`src/rtl/out_display.sv`:
```
// Captures CPU output bytes, converts them to three BCD digits with a sequential
// double-dabble engine, and scans a 3-digit active-low 7-segment display.
// Optional: define OUT_DISP_LZB_EN for leading-zero blanking.
module out_display #(
    parameter int unsigned REFRESH_DIV = 50000
) (
    input  logic       i_clk,
    input  logic       i_rst,
    input  logic [7:0] i_data,
    input  logic       i_load,
    output logic [7:0] o_seg,
    output logic [2:0] o_dig_en,
    output logic       o_busy
);

    localparam int unsigned DAT_W = 8;
    localparam int unsigned BCD_W = 12;
    localparam int unsigned CNT_W = $clog2(REFRESH_DIV);

    typedef enum logic [1:0] {S_IDLE, S_CONV, S_DONE} state_t;

    state_t             r_state;
    state_t             w_next_state;
    logic [DAT_W-1:0]   r_bin;
    logic [BCD_W-1:0]   r_bcd;
    logic [BCD_W-1:0]   w_bcd_adj;
    logic [2:0]         r_iter;
    logic               r_pend;
    logic [DAT_W-1:0]   r_pend_data;
    logic [3:0]         r_disp_h;
    logic [3:0]         r_disp_t;
    logic [3:0]         r_disp_u;
    logic [CNT_W-1:0]   r_ref_cnt;
    logic [1:0]         r_dig_idx;

    logic               w_start;
    logic [DAT_W-1:0]   w_start_data;
    logic               w_shift;
    logic               w_commit;
    logic               w_pend_set;
    logic               w_ref_wrap;
    logic [3:0]         w_dig;
    logic               w_blank;
    logic [2:0]         w_dig_en_nxt;
    logic [7:0]         w_seg_nxt;

    function automatic logic [6:0] seg_pat(input logic [3:0] d);
        case (d)
            4'd0:    seg_pat = 7'h40;
            4'd1:    seg_pat = 7'h79;
            4'd2:    seg_pat = 7'h24;
            4'd3:    seg_pat = 7'h30;
            4'd4:    seg_pat = 7'h19;
            4'd5:    seg_pat = 7'h12;
            4'd6:    seg_pat = 7'h02;
            4'd7:    seg_pat = 7'h78;
            4'd8:    seg_pat = 7'h00;
            4'd9:    seg_pat = 7'h10;
            default: seg_pat = 7'h7F;
        endcase
    endfunction

    always_ff @(posedge i_clk) begin
        if (i_rst) r_state <= S_IDLE;
        else       r_state <= w_next_state;
    end

    // A load arriving in DONE is the newest value, so it takes priority over the pending byte.
    always_comb begin
        w_next_state = r_state;
        w_start      = 1'b0;
        w_start_data = i_data;
        w_shift      = 1'b0;
        w_commit     = 1'b0;
        w_pend_set   = 1'b0;
        case (r_state)
            S_IDLE: begin
                if (i_load) begin
                    w_start      = 1'b1;
                    w_next_state = S_CONV;
                end
            end
            S_CONV: begin
                w_shift    = 1'b1;
                w_pend_set = i_load;
                if (r_iter == 3'd7) w_next_state = S_DONE;
            end
            S_DONE: begin
                w_commit = 1'b1;
                if (i_load) begin
                    w_start      = 1'b1;
                    w_next_state = S_CONV;
                end else if (r_pend) begin
                    w_start      = 1'b1;
                    w_start_data = r_pend_data;
                    w_next_state = S_CONV;
                end else begin
                    w_next_state = S_IDLE;
                end
            end
            default: w_next_state = S_IDLE;
        endcase
    end

    always_comb begin
        w_bcd_adj = r_bcd;
        for (int k = 0; k < 3; k++) begin
            if (r_bcd[4*k +: 4] >= 4'd5) w_bcd_adj[4*k +: 4] = r_bcd[4*k +: 4] + 4'd3;
        end
    end

    always_ff @(posedge i_clk) begin
        if (i_rst) begin
            r_bin       <= '0;
            r_bcd       <= '0;
            r_iter      <= '0;
            r_pend      <= 1'b0;
            r_pend_data <= '0;
            r_disp_h    <= '0;
            r_disp_t    <= '0;
            r_disp_u    <= '0;
            o_busy      <= 1'b0;
        end else begin
            o_busy <= (w_next_state != S_IDLE);
            if (w_start) begin
                r_bin  <= w_start_data;
                r_bcd  <= '0;
                r_iter <= '0;
            end else if (w_shift) begin
                r_bcd  <= {w_bcd_adj[BCD_W-2:0], r_bin[DAT_W-1]};
                r_bin  <= {r_bin[DAT_W-2:0], 1'b0};
                r_iter <= r_iter + 3'd1;
            end
            if (w_pend_set) begin
                r_pend      <= 1'b1;
                r_pend_data <= i_data;
            end else if (w_commit) begin
                r_pend <= 1'b0;
            end
            if (w_commit) begin
                r_disp_h <= r_bcd[11:8];
                r_disp_t <= r_bcd[7:4];
                r_disp_u <= r_bcd[3:0];
            end
        end
    end

    assign w_ref_wrap = (r_ref_cnt == CNT_W'(REFRESH_DIV - 1));

    always_comb begin
        w_dig        = r_disp_u;
        w_blank      = 1'b0;
        w_dig_en_nxt = 3'b110;
        case (r_dig_idx)
            2'd1: begin
                w_dig        = r_disp_t;
                w_dig_en_nxt = 3'b101;
`ifdef OUT_DISP_LZB_EN
                w_blank      = (r_disp_h == 4'd0) && (r_disp_t == 4'd0);
`endif
            end
            2'd2: begin
                w_dig        = r_disp_h;
                w_dig_en_nxt = 3'b011;
`ifdef OUT_DISP_LZB_EN
                w_blank      = (r_disp_h == 4'd0);
`endif
            end
            default: ;
        endcase
        w_seg_nxt = w_blank ? 8'hFF : {1'b1, seg_pat(w_dig)};
    end

    // Scan timing runs free of the converter.
    always_ff @(posedge i_clk) begin
        if (i_rst) begin
            r_ref_cnt <= '0;
            r_dig_idx <= '0;
            o_seg     <= 8'hFF;
            o_dig_en  <= 3'b111;
        end else begin
            o_seg    <= w_seg_nxt;
            o_dig_en <= w_dig_en_nxt;
            if (w_ref_wrap) begin
                r_ref_cnt <= '0;
                r_dig_idx <= (r_dig_idx == 2'd2) ? 2'd0 : r_dig_idx + 2'd1;
            end else begin
                r_ref_cnt <= r_ref_cnt + CNT_W'(1);
            end
        end
    end

endmodule

```
`config.mk`:
```
export PLATFORM = sky130hd
export DESIGN_NAME = out_display
export DESIGN_NICKNAME = d
export VERILOG_FILES = /design/src/rtl/out_display.sv
export SDC_FILE = /design/constraint.sdc
export NUM_CORES = 1
export LEC_CHECK = 0
export CAP_MARGIN = 10
export CORE_UTILIZATION = 46
export DETAILED_ROUTE_END_ITERATION = 6
export DONT_BUFFER_PORTS = 1
export SLEW_MARGIN = 30
export SYNTH_ARGS = -nofsm -noshare
export SYNTH_HDL_FRONTEND = slang
export SYNTH_SLANG_ARGS = --single-unit
```
`constraint.sdc`:
```
create_clock -name i_clk -period 5.1 [get_ports i_clk]
set_input_delay 1.02 -clock i_clk [delete_from_list [all_inputs] [get_ports i_clk]]
set_output_delay 1.02 -clock i_clk [all_outputs]
set_load 0.005 [all_outputs]
```
Word level (Yosys, flattened, before mapping)
Memory sizes are Yosys's and may differ from the RTL's. A register that Yosys moved wholly into a read port is not among the register bits.
Cells that the tools add are included.

operators by class
  add/subtract/negate cells = 6
  order comparisons = 3
  equal/unequal tests = 6
  muxes and demuxes = 25
  reductions and logical operators = 6

operators by type and width
  cell                                                                   number
  8-bit 2-to-1 mux                                                       5
  16-bit by 1-bit adder with 16-bit output, second input constant        1
  16-bit == test, second input constant                                  1
  4-bit by 3-bit >= comparator with 1-bit output, second input constant  3
  1-bit 2-to-1 mux                                                       10
  4-bit by 2-bit adder with 4-bit output, second input constant          2
  4-bit 2-to-1 mux                                                       2
  4-bit one-hot mux with 2 select lines                                  1
  2-bit 2-to-1 mux                                                       3
  2-bit one-hot mux with 3 select lines                                  1
  3-bit one-hot mux with 2 select lines                                  1
  2-bit nonzero test                                                     3
  2-bit by 1-bit == test with 1-bit output, second input constant        2
  2-bit == test, second input constant                                   2
  2-bit OR reduction                                                     2
  3-bit by 1-bit adder with 3-bit output, second input constant          1
  3-bit by 2-bit adder with 3-bit output, second input constant          1
  3-bit == test, second input constant                                   1
  3-bit 2-to-1 mux                                                       1
  2-bit by 1-bit adder with 2-bit output, second input constant          1
  2-bit logical NOT                                                      1
  1-bit one-hot mux with 2 select lines                                  1

storage, ports and cells
  register bits = 69
  ROM bits = 112
  output and inout port bits = 12
  memories = 1

memory list
  name             depth  width  read ports  clocked after Yosys merged registers in  write ports  line  source
  (no name shown)  16     7      1           1                                        0            48    case (d)

Longest topological paths before layout
Gate-level depths: netlist of the first run.

  depth in word-level cells = 4
  depth in mapped cells = 9
  mapped depth without buffers = 9

Least setup slack after synthesis of the first run
No wires, ideal clock.

  path type = input port to flip-flop
  from = input port i_load
  to = register r_bcd[4]
  arrival time = 1863 ps
  data required time = 4983 ps
  setup slack = 3120 ps
  cell stages on the path = 6
  cells stage by stage = buf_2 > a21oi_1 > or2_1 > nand2b_1 > buf_2 > nor2_1

on the way
  longest elaborated chain between the ends = 3

RTL lines
  item                                        line    source
  from (decl)                                 10      input logic i_load,
  1-bit 2-to-1 mux, on equally long branches  90, 78
  1-bit one-hot mux with 2 select lines (*)   76      case (r_state)
  2-bit OR reduction (no source line) (*)     -
  to (signal assigned)                        130     r_bcd <= {w_bcd_adj[BCD_W-2:0], r_bin[DAT_W-1]};
  to (decl)                                   25      logic [BCD_W-1:0] r_bcd;

Every way passes the cells marked *; elsewhere a longest branch is shown, timed or not.
A chain may end at the register's enable or synchronous reset.

Worst setup path after layout of the first run
  from = register r_dig_idx[0]
  to = register o_seg[5]

on the way
  longest elaborated chain between the ends = 2

RTL lines
  item                                                                              line  source
  from (decl)                                                                       34    logic [1:0] r_dig_idx;
  from (signal assigned)                                                            186   r_dig_idx <= (r_dig_idx == 2'd2) ? 2'd0 : r_dig_idx + 2'd1;
  2-bit == test / 2-bit by 1-bit == test with 1-bit output (equally long branches)  154   case (r_dig_idx)
  4-bit one-hot mux with 2 select lines (*)                                         154
  to (decl)                                                                         11    output logic [7:0] o_seg,

Marked as above.

==> run summary, run 1 <==
CRITICAL PATH
-----------------------------------------------------------------------------------------------
Worst Setup Start Kind ...........................................................    flip-flop
Worst path arrival time ..........................................................      2400 ps
Slowest stage cell on the critical path .......................................... sky130_fd_sc_hd__ha_1
Cells along the critical path .................................................... inv_1 > ha_1 > mux2i_4 > inv_1 > ha_1 > o32ai_1 > nand2b_1
Category of the most critical setup path .........................................      reg2reg
Setup crit end kind ..............................................................    flip-flop
CP peak stage delay ..............................................................       520 ps
Number of buffers and inverters on the critical path .............................            2
Kind of cell with the highest combined delay on the critical path ................  adder cells
Worst path required time .........................................................      5330 ps
Largest fanout on the critical path ..............................................            8

GRT
-----------------------------------------------------------------------------------------------
GRT Overall Usage ................................................................       18.38%
Via count of the first global-routing pass .......................................         2461
Wire length of the first global-routing pass .....................................     11.21 mm
Pin count of the biggest net entering global routing .............................           46
Remaining global-route overflow ..................................................            0
Initial antenna violation count ..................................................            0

PLACE
-----------------------------------------------------------------------------------------------
Global placement routability congestion ..........................................       0.7793
PortBufs .........................................................................            0
Post-Place Cell Area ............................................................. 0.003503 mm²
Worst Setup Slack post-DPL .......................................................      2948 ps
DP Wirelength ....................................................................     4.378 mm

CELLS AND AREA
-----------------------------------------------------------------------------------------------
Fillcell total ...................................................................          729
Layout cell share with drive strength beyond 1 ...................................       8.252%
Utilization after layout .........................................................       51.01%
Final design instance area without fill .......................................... 0.003720 mm²
Final-stage net count ............................................................          435
Post-synthesis to final-layout area growth .......................................       6.789%
Number of antenna cells inserted .................................................            0

LOGIC SYNTHESIS
-----------------------------------------------------------------------------------------------
Cell count after synthesis .......................................................          418
Post-Synthesis Mean Instance Area ................................................    8.333 µm²
Synthesis-stage register bit count ...............................................           75
Dominant cell type by area after synthesis ....................................... sky130_fd_sc_hd__dfxtp_1
Cells taking the most area after synthesis ....................................... sky130_fd_sc_hd__dfxtp_1, sky130_fd_sc_hd__a21oi_1, sky130_fd_sc_hd__nand2_1, sky130_fd_sc_hd__ha_1, sky130_fd_sc_hd__nor2_1
Register area share after synthesis ..............................................       43.10%
EDFF count, synth ................................................................            0
Number of different library cells in the post-synthesis netlist ..................           52
Synth warn .......................................................................            0
Share of synthesized flip-flops with an asynchronous set or reset ................           0%
Post-synthesis instance area ..................................................... 0.003483 mm²
Post-synthesis net count .........................................................          445
Share of the synthesized area in the top cell type ...............................       43.10%
Ys flop type ..................................................................... sky130_fd_sc_hd__dfxtp_1

TIMING
-----------------------------------------------------------------------------------------------
Worst-Margin Slew ................................................................     945.3 ps
Smallest hold slack ..............................................................     450.8 ps
Min cycle time layout ............................................................      2170 ps
Final hold violation count .......................................................            0
Period utilisation layout ........................................................       42.55%
Highest attainable clock frequency ...............................................   0.4608 GHz
Count of endpoints failing setup in the final report .............................            0
Max-slew violation count .........................................................            0
Setup ws final ...................................................................      2930 ps
Clk_skew .........................................................................     10.67 ps
Worst slew margin relative to its limit ..........................................       36.98%
RSZ-0062 raised after global routing .............................................           no
Final total negative setup slack .................................................         0 ps

DIE
-----------------------------------------------------------------------------------------------
Die area ......................................................................... 0.007925 mm²
Vertical extent of the die .......................................................     89.02 µm
Starting Density .................................................................       47.77%
Number of primary I/O pins .......................................................           23
Site Rows ........................................................................           31
Floorplan Core Area .............................................................. 0.007292 mm²
Horizontal die dimension .........................................................     89.02 µm

POWER AND IR DROP
-----------------------------------------------------------------------------------------------
Largest voltage drop on the vdd net ..............................................    0.1520 mV
Static Leak ......................................................................     1.373 nW
PD cells ......................................................................... 312.3 mW/mm²

CLOCK NETWORK
-----------------------------------------------------------------------------------------------
Hold_buf cts .....................................................................            0
Worst-case clock buffer depth ....................................................            2
Clock Tree Root .................................................................. sky130_fd_sc_hd__clkbuf_8
Worst skew pair latency ..........................................................       340 ps
Clk sink count ...................................................................           75
Post-cts gate resize count .......................................................            0
Clock input transition at the sequential cells of the worst setup and hold paths .        80 ps
Post-CTS repair timing setup buffer count ........................................            0
Htree depth ......................................................................            3
CTS Buf Count ....................................................................            9
TritonCTS clock tree .............................................................         done

DRT
-----------------------------------------------------------------------------------------------
Final wirelength .................................................................     6.470 mm
Total vias in the final route ....................................................         2635
Drt wl/cell ......................................................................     12.66 µm
Antenna viol nets, final .........................................................            0
Post-route DRC ...................................................................            0
Number of DRC markers after the initial detailed-route iteration .................          119
Via/cell ratio ...................................................................        5.157
TritonRoute pass-1 iters .........................................................            6

JOB
-----------------------------------------------------------------------------------------------
Max-capacitance violation count ..................................................            0

WORST HOLD PATH
-----------------------------------------------------------------------------------------------
Type of the most critical hold path ..............................................      reg2reg

RUN STATUS
-----------------------------------------------------------------------------------------------
Outcome .......................................................................... finished, final reports clean

-- registers in the layout, indices dropped and copies added (netlist names), 3 cells and up --
register,count
r_ref_cnt,16
r_bcd,12
r_disp_t,4
r_bin,8
r_iter,3
r_disp_u,4
o_dig_en,3
r_pend_data,8
o_seg,7
r_disp_h,4
-- tightest hold or removal path, delay by kind of cell, from the launching register on --
kind | cells | cell delay, ps
DFF | 1 | 310
and+or+nand+nor | 1 | 50
AOI/OAI and AO/OA | 1 | 50
-- cell type report --
type,count,area (µm²),area share (%)
Multi-Input combinational cell,300,1792,48.17
Sequential cell,75,1501,40.36
Clock buffer,11,141.4,3.801
Tap cell,99,123.9,3.330
Inverter,21,78.83,2.119
Clock inverter,4,75.07,2.018
Timing Repair Buffer,1,7.507,0.2018
-- layer usage --
layer,vias to the layer above,wire length (µm),global-route usage [%]
met1,1237,3116,22.61
met3,6,156,5.633
li1,1366,-,-
met2,26,3132,31.61
met5,-,0,0
met4,0,64,4.329
-- report_power, final --
group,internal [mW],leakage [nW],total (mW),switching [mW]
registers,0.602,0.611,0.614,0.0121
logic,0.0206,0.660,0.0541,0.0335
clock network,0.286,0.102,0.494,0.207
-- final timing paths --
| check | depth (start not counted) | end | slack, ps | from |
|---|---|---|---|---|
| max | 7 | o_seg[5]$_SDFF_PP1_ | 2930 | r_dig_idx[0]$_SDFFE_PP0N_ |
| min | 2 | r_disp_t[0]$_SDFFE_PP0N_ | 450 | r_disp_t[0]$_SDFFE_PP0N_ |
| max reg2reg | 7 | o_seg[5]$_SDFF_PP1_ | 2930 | r_dig_idx[0]$_SDFFE_PP0N_ |
| min reg2reg | 2 | r_disp_t[0]$_SDFFE_PP0N_ | 450 | r_disp_t[0]$_SDFFE_PP0N_ |
-- cells by family after synthesis --
logic type,share of synthesized area [%]
XOR/XNOR,5.029
AND/OR/NAND/NOR,25.76
other,0.1077
AO/OA/AOI/OAI,12.29
buffers and inverters,5.531
multiplexers,2.442
adder cells (fa/ha/maj),5.747
flip-flops,43.10
-- placed cells by master (no fill, tap or decap), types with 2 or more instances in the layout --
| cell | synthesis | routed |
|---|---|---|
| sky130_fd_sc_hd__nor2_1 | 49 | 49 |
| sky130_fd_sc_hd__nand2b_1 | 10 | 10 |
| sky130_fd_sc_hd__nand3_2 | 2 | 2 |
| sky130_fd_sc_hd__inv_1 | 21 | 21 |
| sky130_fd_sc_hd__nor3b_1 | 2 | 2 |
| sky130_fd_sc_hd__o21ai_1 | 2 | 2 |
| sky130_fd_sc_hd__mux2i_4 | 2 | 2 |
| sky130_fd_sc_hd__dfxtp_1 | 75 | 75 |
| sky130_fd_sc_hd__nand2_1 | 57 | 57 |
| sky130_fd_sc_hd__mux2i_1 | 4 | 4 |
| sky130_fd_sc_hd__clkinvlp_4 | 0 | 2 |
| sky130_fd_sc_hd__bufinv_16 | 0 | 2 |
| sky130_fd_sc_hd__xor2_1 | 6 | 6 |
| sky130_fd_sc_hd__a22o_1 | 2 | 2 |
| sky130_fd_sc_hd__o21ai_0 | 10 | 10 |
| sky130_fd_sc_hd__nor3_2 | 2 | 2 |
| sky130_fd_sc_hd__a22oi_1 | 2 | 2 |
| sky130_fd_sc_hd__clkbuf_8 | 0 | 10 |
| sky130_fd_sc_hd__or2_1 | 2 | 2 |
| sky130_fd_sc_hd__ha_1 | 16 | 16 |
| sky130_fd_sc_hd__nor4_1 | 6 | 6 |
| sky130_fd_sc_hd__a21oi_1 | 49 | 49 |
| sky130_fd_sc_hd__nand3_1 | 15 | 15 |
| sky130_fd_sc_hd__xnor2_1 | 14 | 14 |
| sky130_fd_sc_hd__and2_1 | 2 | 2 |
| sky130_fd_sc_hd__nor3_1 | 20 | 20 |
-- through the flow --
stage | instances | total power, mW
2_1_floorplan | 418 | 0.6787
3_3_place_gp | 496 | 0.6812
3_5_place_dp | 496 | 0.6820
4_1_cts | 511 | 1.177
5_1_grt | 511 | 1.213
6_report | 511 | 1.162
-- cell usage after synthesis, drive strengths merged (3+ instances only) --
cell type / instances
buf: 11
o21ai: 12
nor3: 22
clkbuf: 11
and3: 3
nand2: 57
nor4: 7
xnor2: 14
nand2b: 11
ha: 16
inv: 21
or2: 3
nor2: 50
xor2: 6
mux2i: 6
nand3: 18
dfxtp: 75
a21oi: 50
Power figures use the tool's default switching activity.
==> run 2: changes to the inputs <==
==> constraint.sdc (replaced) <==
create_clock -name i_clk -period 1.8 [get_ports i_clk]
set_input_delay 0.36 -clock i_clk [delete_from_list [all_inputs] [get_ports i_clk]]
set_output_delay 0.36 -clock i_clk [all_outputs]
set_load 0.005 [all_outputs]
==> run 2 against run 1 <==
  * Core utilization rose by 3.6 points
  * First-iteration DRC count decreased by 24%
  * Final cell count up 4.5%
  * Sequential cell count unchanged
  * Setup slack lost 2900 ps
  * Die area did not move
  * Clock-buffer cell count fell by 1
  * Total power rose to 2.9 times the previous value
  * Hold slack lost 370 ps
  * Via count grew 4.8%
  * Critical path type unchanged
==> run summary, run 2 (synthesized netlist as in run 1, its figures left out) <==
GRT
-----------------------------------------------------------------------------------------------
GRT Overall Usage ................................................................       19.33%   was 18.38%
Met1 Resource Use GR .............................................................       23.67%   was 22.61%
Met2 capacity usage during global routing ........................................       32.87%   was 31.61%
Initial antenna violation count ..................................................            0   unchanged
Global routing usage on met3 .....................................................       6.371%   was 5.633%
Via count of the first global-routing pass .......................................         2640   was 2461
Wire length of the first global-routing pass .....................................     11.81 mm   was 11.21 mm
Pin count of the biggest net entering global routing .............................           46   unchanged
Remaining global-route overflow ..................................................            0   unchanged
Most Used Layer, Global Route ....................................................         met2   unchanged

CRITICAL PATH
-----------------------------------------------------------------------------------------------
CP peak stage delay ..............................................................       320 ps   was 520 ps
Critical Path Stages .............................................................            8   was 7
Endpoint of the worst-slack reg-to-reg timing path ............................... o_seg[4]$_SDFF_PP1_   was o_seg[5]$_SDFF_PP1_
Number of buffers and inverters on the critical path .............................            3   was 2
Cells along the critical path .................................................... inv_1 > ha_4 > buf_4 > nor2_1 > a21oi_2 > buf_4 > a2111oi_2 > nor2_1   was inv_1 > ha_1 > mux2i_4 > inv_1 > ha_1 > o32ai_1 > nand2b_1
Category of the most critical setup path .........................................      reg2reg   unchanged
Setup crit end kind ..............................................................    flip-flop   unchanged
Largest fanout on the critical path ..............................................            6   was 8
Worst reg2reg path depth .........................................................            8   was 7
Kind of cell with the highest combined delay on the critical path ................ buffers and inverters   was adder cells
R2r setup slk ....................................................................        60 ps   was 2930 ps
Worst Setup Start Kind ...........................................................    flip-flop   unchanged
Worst path required time .........................................................      2030 ps   was 5330 ps
Source of the worst register-to-register timing path ............................. r_dig_idx[0]$_SDFFE_PP0N_   unchanged
Slowest stage cell on the critical path .......................................... sky130_fd_sc_hd__dfxtp_2   was sky130_fd_sc_hd__ha_1
Worst path arrival time ..........................................................      1970 ps   was 2400 ps

DRT
-----------------------------------------------------------------------------------------------
Total vias in the final route ....................................................         2761   was 2635
Final wirelength .................................................................     6.919 mm   was 6.470 mm
TritonRoute pass-1 iters .........................................................            4   was 6
Antenna viol nets, final .........................................................            0   unchanged
Post-route DRC ...................................................................            0   unchanged
Via/cell ratio ...................................................................        5.170   was 5.157
Number of DRC markers after the initial detailed-route iteration .................           91   was 119
Drt wl/cell ......................................................................     12.96 µm   was 12.66 µm

CELLS AND AREA
-----------------------------------------------------------------------------------------------
Most common library cell in the layout ignoring fill and taps .................... sky130_fd_sc_hd__dfxtp_1   unchanged
Utilization after layout .........................................................       54.65%   was 51.01%
Final design instance area without fill .......................................... 0.003985 mm²   was 0.003720 mm²
Number of antenna cells inserted .................................................            0   unchanged
Highest-count cells in the layout ignoring fill and taps ......................... sky130_fd_sc_hd__dfxtp_1, sky130_fd_sc_hd__nand2_1, sky130_fd_sc_hd__nor2_1, sky130_fd_sc_hd__a21oi_1, sky130_fd_sc_hd__buf_4   was sky130_fd_sc_hd__dfxtp_1, sky130_fd_sc_hd__nand2_1, sky130_fd_sc_hd__nor2_1, sky130_fd_sc_hd__a21oi_1, sky130_fd_sc_hd__inv_1
Largest Register .................................................................    r_ref_cnt   unchanged
Layout cell share with drive strength beyond 1 ...................................       16.55%   was 8.252%
Fillcell total ...................................................................          719   was 729
Flip-flop count of the largest register, all copies and words added ..............           16   unchanged
Largest registers in the final layout ............................................ r_ref_cnt x16, r_bcd x12   unchanged
Post-synthesis to final-layout area growth .......................................       14.40%   was 6.789%
Final-stage net count ............................................................          457   was 435

WORST HOLD PATH
-----------------------------------------------------------------------------------------------
Hold path startpoint .............................................................        i_rst   was r_disp_t[0]$_SDFFE_PP0N_
Type of the most critical hold path ..............................................       in2reg   was reg2reg
Terminating pin of the worst hold path ........................................... r_pend_data[0]$_SDFFE_PP0P_   was r_disp_t[0]$_SDFFE_PP0N_
Worst hold path depth ............................................................            1   was 2

DIE
-----------------------------------------------------------------------------------------------
Horizontal die dimension .........................................................     89.02 µm   unchanged
Site Rows ........................................................................           31   unchanged
Number of primary I/O pins .......................................................           23   unchanged
Vertical extent of the die .......................................................     89.02 µm   unchanged
Die area ......................................................................... 0.007925 mm²   unchanged
Floorplan Core Area .............................................................. 0.007292 mm²   unchanged
Starting Density .................................................................       47.77%   unchanged

CLOCK NETWORK
-----------------------------------------------------------------------------------------------
Htree depth ......................................................................            3   unchanged
Worst-case clock buffer depth ....................................................            2   unchanged
CTS Buf Count ....................................................................            9   unchanged
TritonCTS clock tree .............................................................         done   unchanged
Worst skew pair latency ..........................................................       340 ps   about the same
Clock input transition at the sequential cells of the worst setup and hold paths .        80 ps   about the same
Clock Tree Root .................................................................. sky130_fd_sc_hd__clkbuf_8   unchanged
Clk sink count ...................................................................           75   unchanged

POWER AND IR DROP
-----------------------------------------------------------------------------------------------
Overall Power ....................................................................     3.356 mW   was 1.162 mW
Largest voltage drop on the vdd net ..............................................    0.4149 mV   was 0.1520 mV
Static Leak ......................................................................     1.496 nW   was 1.373 nW
PD cells ......................................................................... 842.2 mW/mm²   was 312.3 mW/mm²

RUN STATUS
-----------------------------------------------------------------------------------------------
Outcome .......................................................................... finished, final reports clean   unchanged

TIMING
-----------------------------------------------------------------------------------------------
Period utilisation layout ........................................................       96.73%   was 42.55%
Highest attainable clock frequency ...............................................   0.5743 GHz   was 0.4608 GHz
Max-slew violation count .........................................................            0   unchanged
Count of endpoints failing setup in the final report .............................            0   unchanged
RSZ-0062 raised after global routing .............................................          yes   was no
Final hold violation count .......................................................            0   unchanged
Clk_skew .........................................................................     7.609 ps   was 10.67 ps
Min cycle time layout ............................................................      1741 ps   was 2170 ps

PLACE
-----------------------------------------------------------------------------------------------
DP Wirelength ....................................................................     4.669 mm   was 4.378 mm
Post-Place Cell Area ............................................................. 0.003662 mm²   was 0.003503 mm²
PortBufs .........................................................................            0   unchanged
Global placement routability congestion ..........................................       0.8184   was 0.7793

JOB
-----------------------------------------------------------------------------------------------
Max-capacitance violation count ..................................................            0   unchanged

## run 2: cell types whose count changed in the layout (fill, tap and decap cells not counted), moves of 2 or more
cell / change
sky130_fd_sc_hd__buf_4: +22
sky130_fd_sc_hd__ha_1: -5
sky130_fd_sc_hd__ha_4: +5
sky130_fd_sc_hd__inv_1: -3
sky130_fd_sc_hd__inv_2: +3
sky130_fd_sc_hd__clkinv_2: +2
sky130_fd_sc_hd__clkinvlp_4: -2
sky130_fd_sc_hd__dfxtp_1: -2
sky130_fd_sc_hd__dfxtp_2: +2
## run 2: worst max path at each step
stage / end / from / slack (ps)
global route: o_seg[0]$_SDFF_PP1_ / r_dig_idx[1]$_SDFFE_PP0N_ / 0.5
CTS: o_seg[4]$_SDFF_PP1_ / r_dig_idx[1]$_SDFFE_PP0N_ / 4
detailed placement: o_seg[4]$_SDFF_PP1_ / r_dig_idx[0]$_SDFFE_PP0N_ / -130
finish: o_seg[4]$_SDFF_PP1_ / r_dig_idx[0]$_SDFFE_PP0N_ / 60
floorplan: o_seg[4]$_SDFF_PP1_ / r_dig_idx[0]$_SDFFE_PP0N_ / 20
global placement: o_seg[5]$_SDFF_PP1_ / r_dig_idx[1]$_SDFFE_PP0N_ / -80
## run 2: final cells by class
| class | count | area [µm²] | share of cell area [%] |
|---|---|---|---|
| Multi-Input combinational cell | 300 | 1881 | 47.19 |
| Sequential cell | 75 | 1504 | 37.74 |
| Timing Repair Buffer | 23 | 172.7 | 4.333 |
| Clock buffer | 10 | 137.6 | 3.454 |
| Tap cell | 99 | 123.9 | 3.108 |
| Clock inverter | 6 | 87.58 | 2.198 |
| Inverter | 21 | 78.83 | 1.978 |
## run 2: stage by stage
stage | hold slack (ps) | instances | worst slack, ps | TNS [ps]
6_report | 79.44 | 534 | 58.83 | 0
5_1_grt | 41.48 | 534 | 0.5209 | 0
4_1_cts | 56.85 | 534 | 4.201 | 0
3_5_place_dp | 434.9 | 517 | -130.1 | -616.8
3_3_place_gp | 432.1 | 517 | -78.90 | -284.7
2_1_floorplan | 418.4 | 418 | 17.09 | 0
## run 2: worst reg2reg max path, cell delays in order (launching register included)
cell and delay [ps]:
sky130_fd_sc_hd__dfxtp_2 320, sky130_fd_sc_hd__inv_1 160, sky130_fd_sc_hd__ha_4 280, sky130_fd_sc_hd__buf_4 150, sky130_fd_sc_hd__nor2_1 100, sky130_fd_sc_hd__a21oi_2 60
sky130_fd_sc_hd__buf_4 160, sky130_fd_sc_hd__a2111oi_2 320, sky130_fd_sc_hd__nor2_1 80
## run 2: where the power goes
| group | internal, mW | total [mW] | switching (mW) |
|---|---|---|---|
| Combinational | 0.0728 | 0.175 | 0.103 |
| Clock | 0.821 | 1.45 | 0.626 |
| Sequential | 1.71 | 1.73 | 0.0283 |
## run 2: repair_timing
item	4_1_cts	5_1_grt
hold buffers	0	0
endpoints found under the setup margin	7	7
setup buffers	1	0
hold endpoints to repair	0	0
gates resized for setup	11	7
pin swaps	3	2
## run 2: metal layers
| metal | routed length (µm) | share of wire, % |
|---|---|---|
| met4 | 74 | 1.1 |
| met3 | 212 | 3.1 |
| met2 | 3298 | 48 |
| met1 | 3334 | 48 |
| met5 | 0 | 0 |
==> run 3: changes to the inputs <==
--- a/config.mk
+++ b/config.mk
@@ -9,6 +9,7 @@
 export CORE_UTILIZATION = 46
 export DETAILED_ROUTE_END_ITERATION = 6
 export DONT_BUFFER_PORTS = 1
+export RECOVER_POWER = 50
 export SLEW_MARGIN = 30
 export SYNTH_ARGS = -nofsm -noshare
 export SYNTH_HDL_FRONTEND = slang
==> results of run 3 <==
Final layout, timing and power as in run 2 (identical DEF).
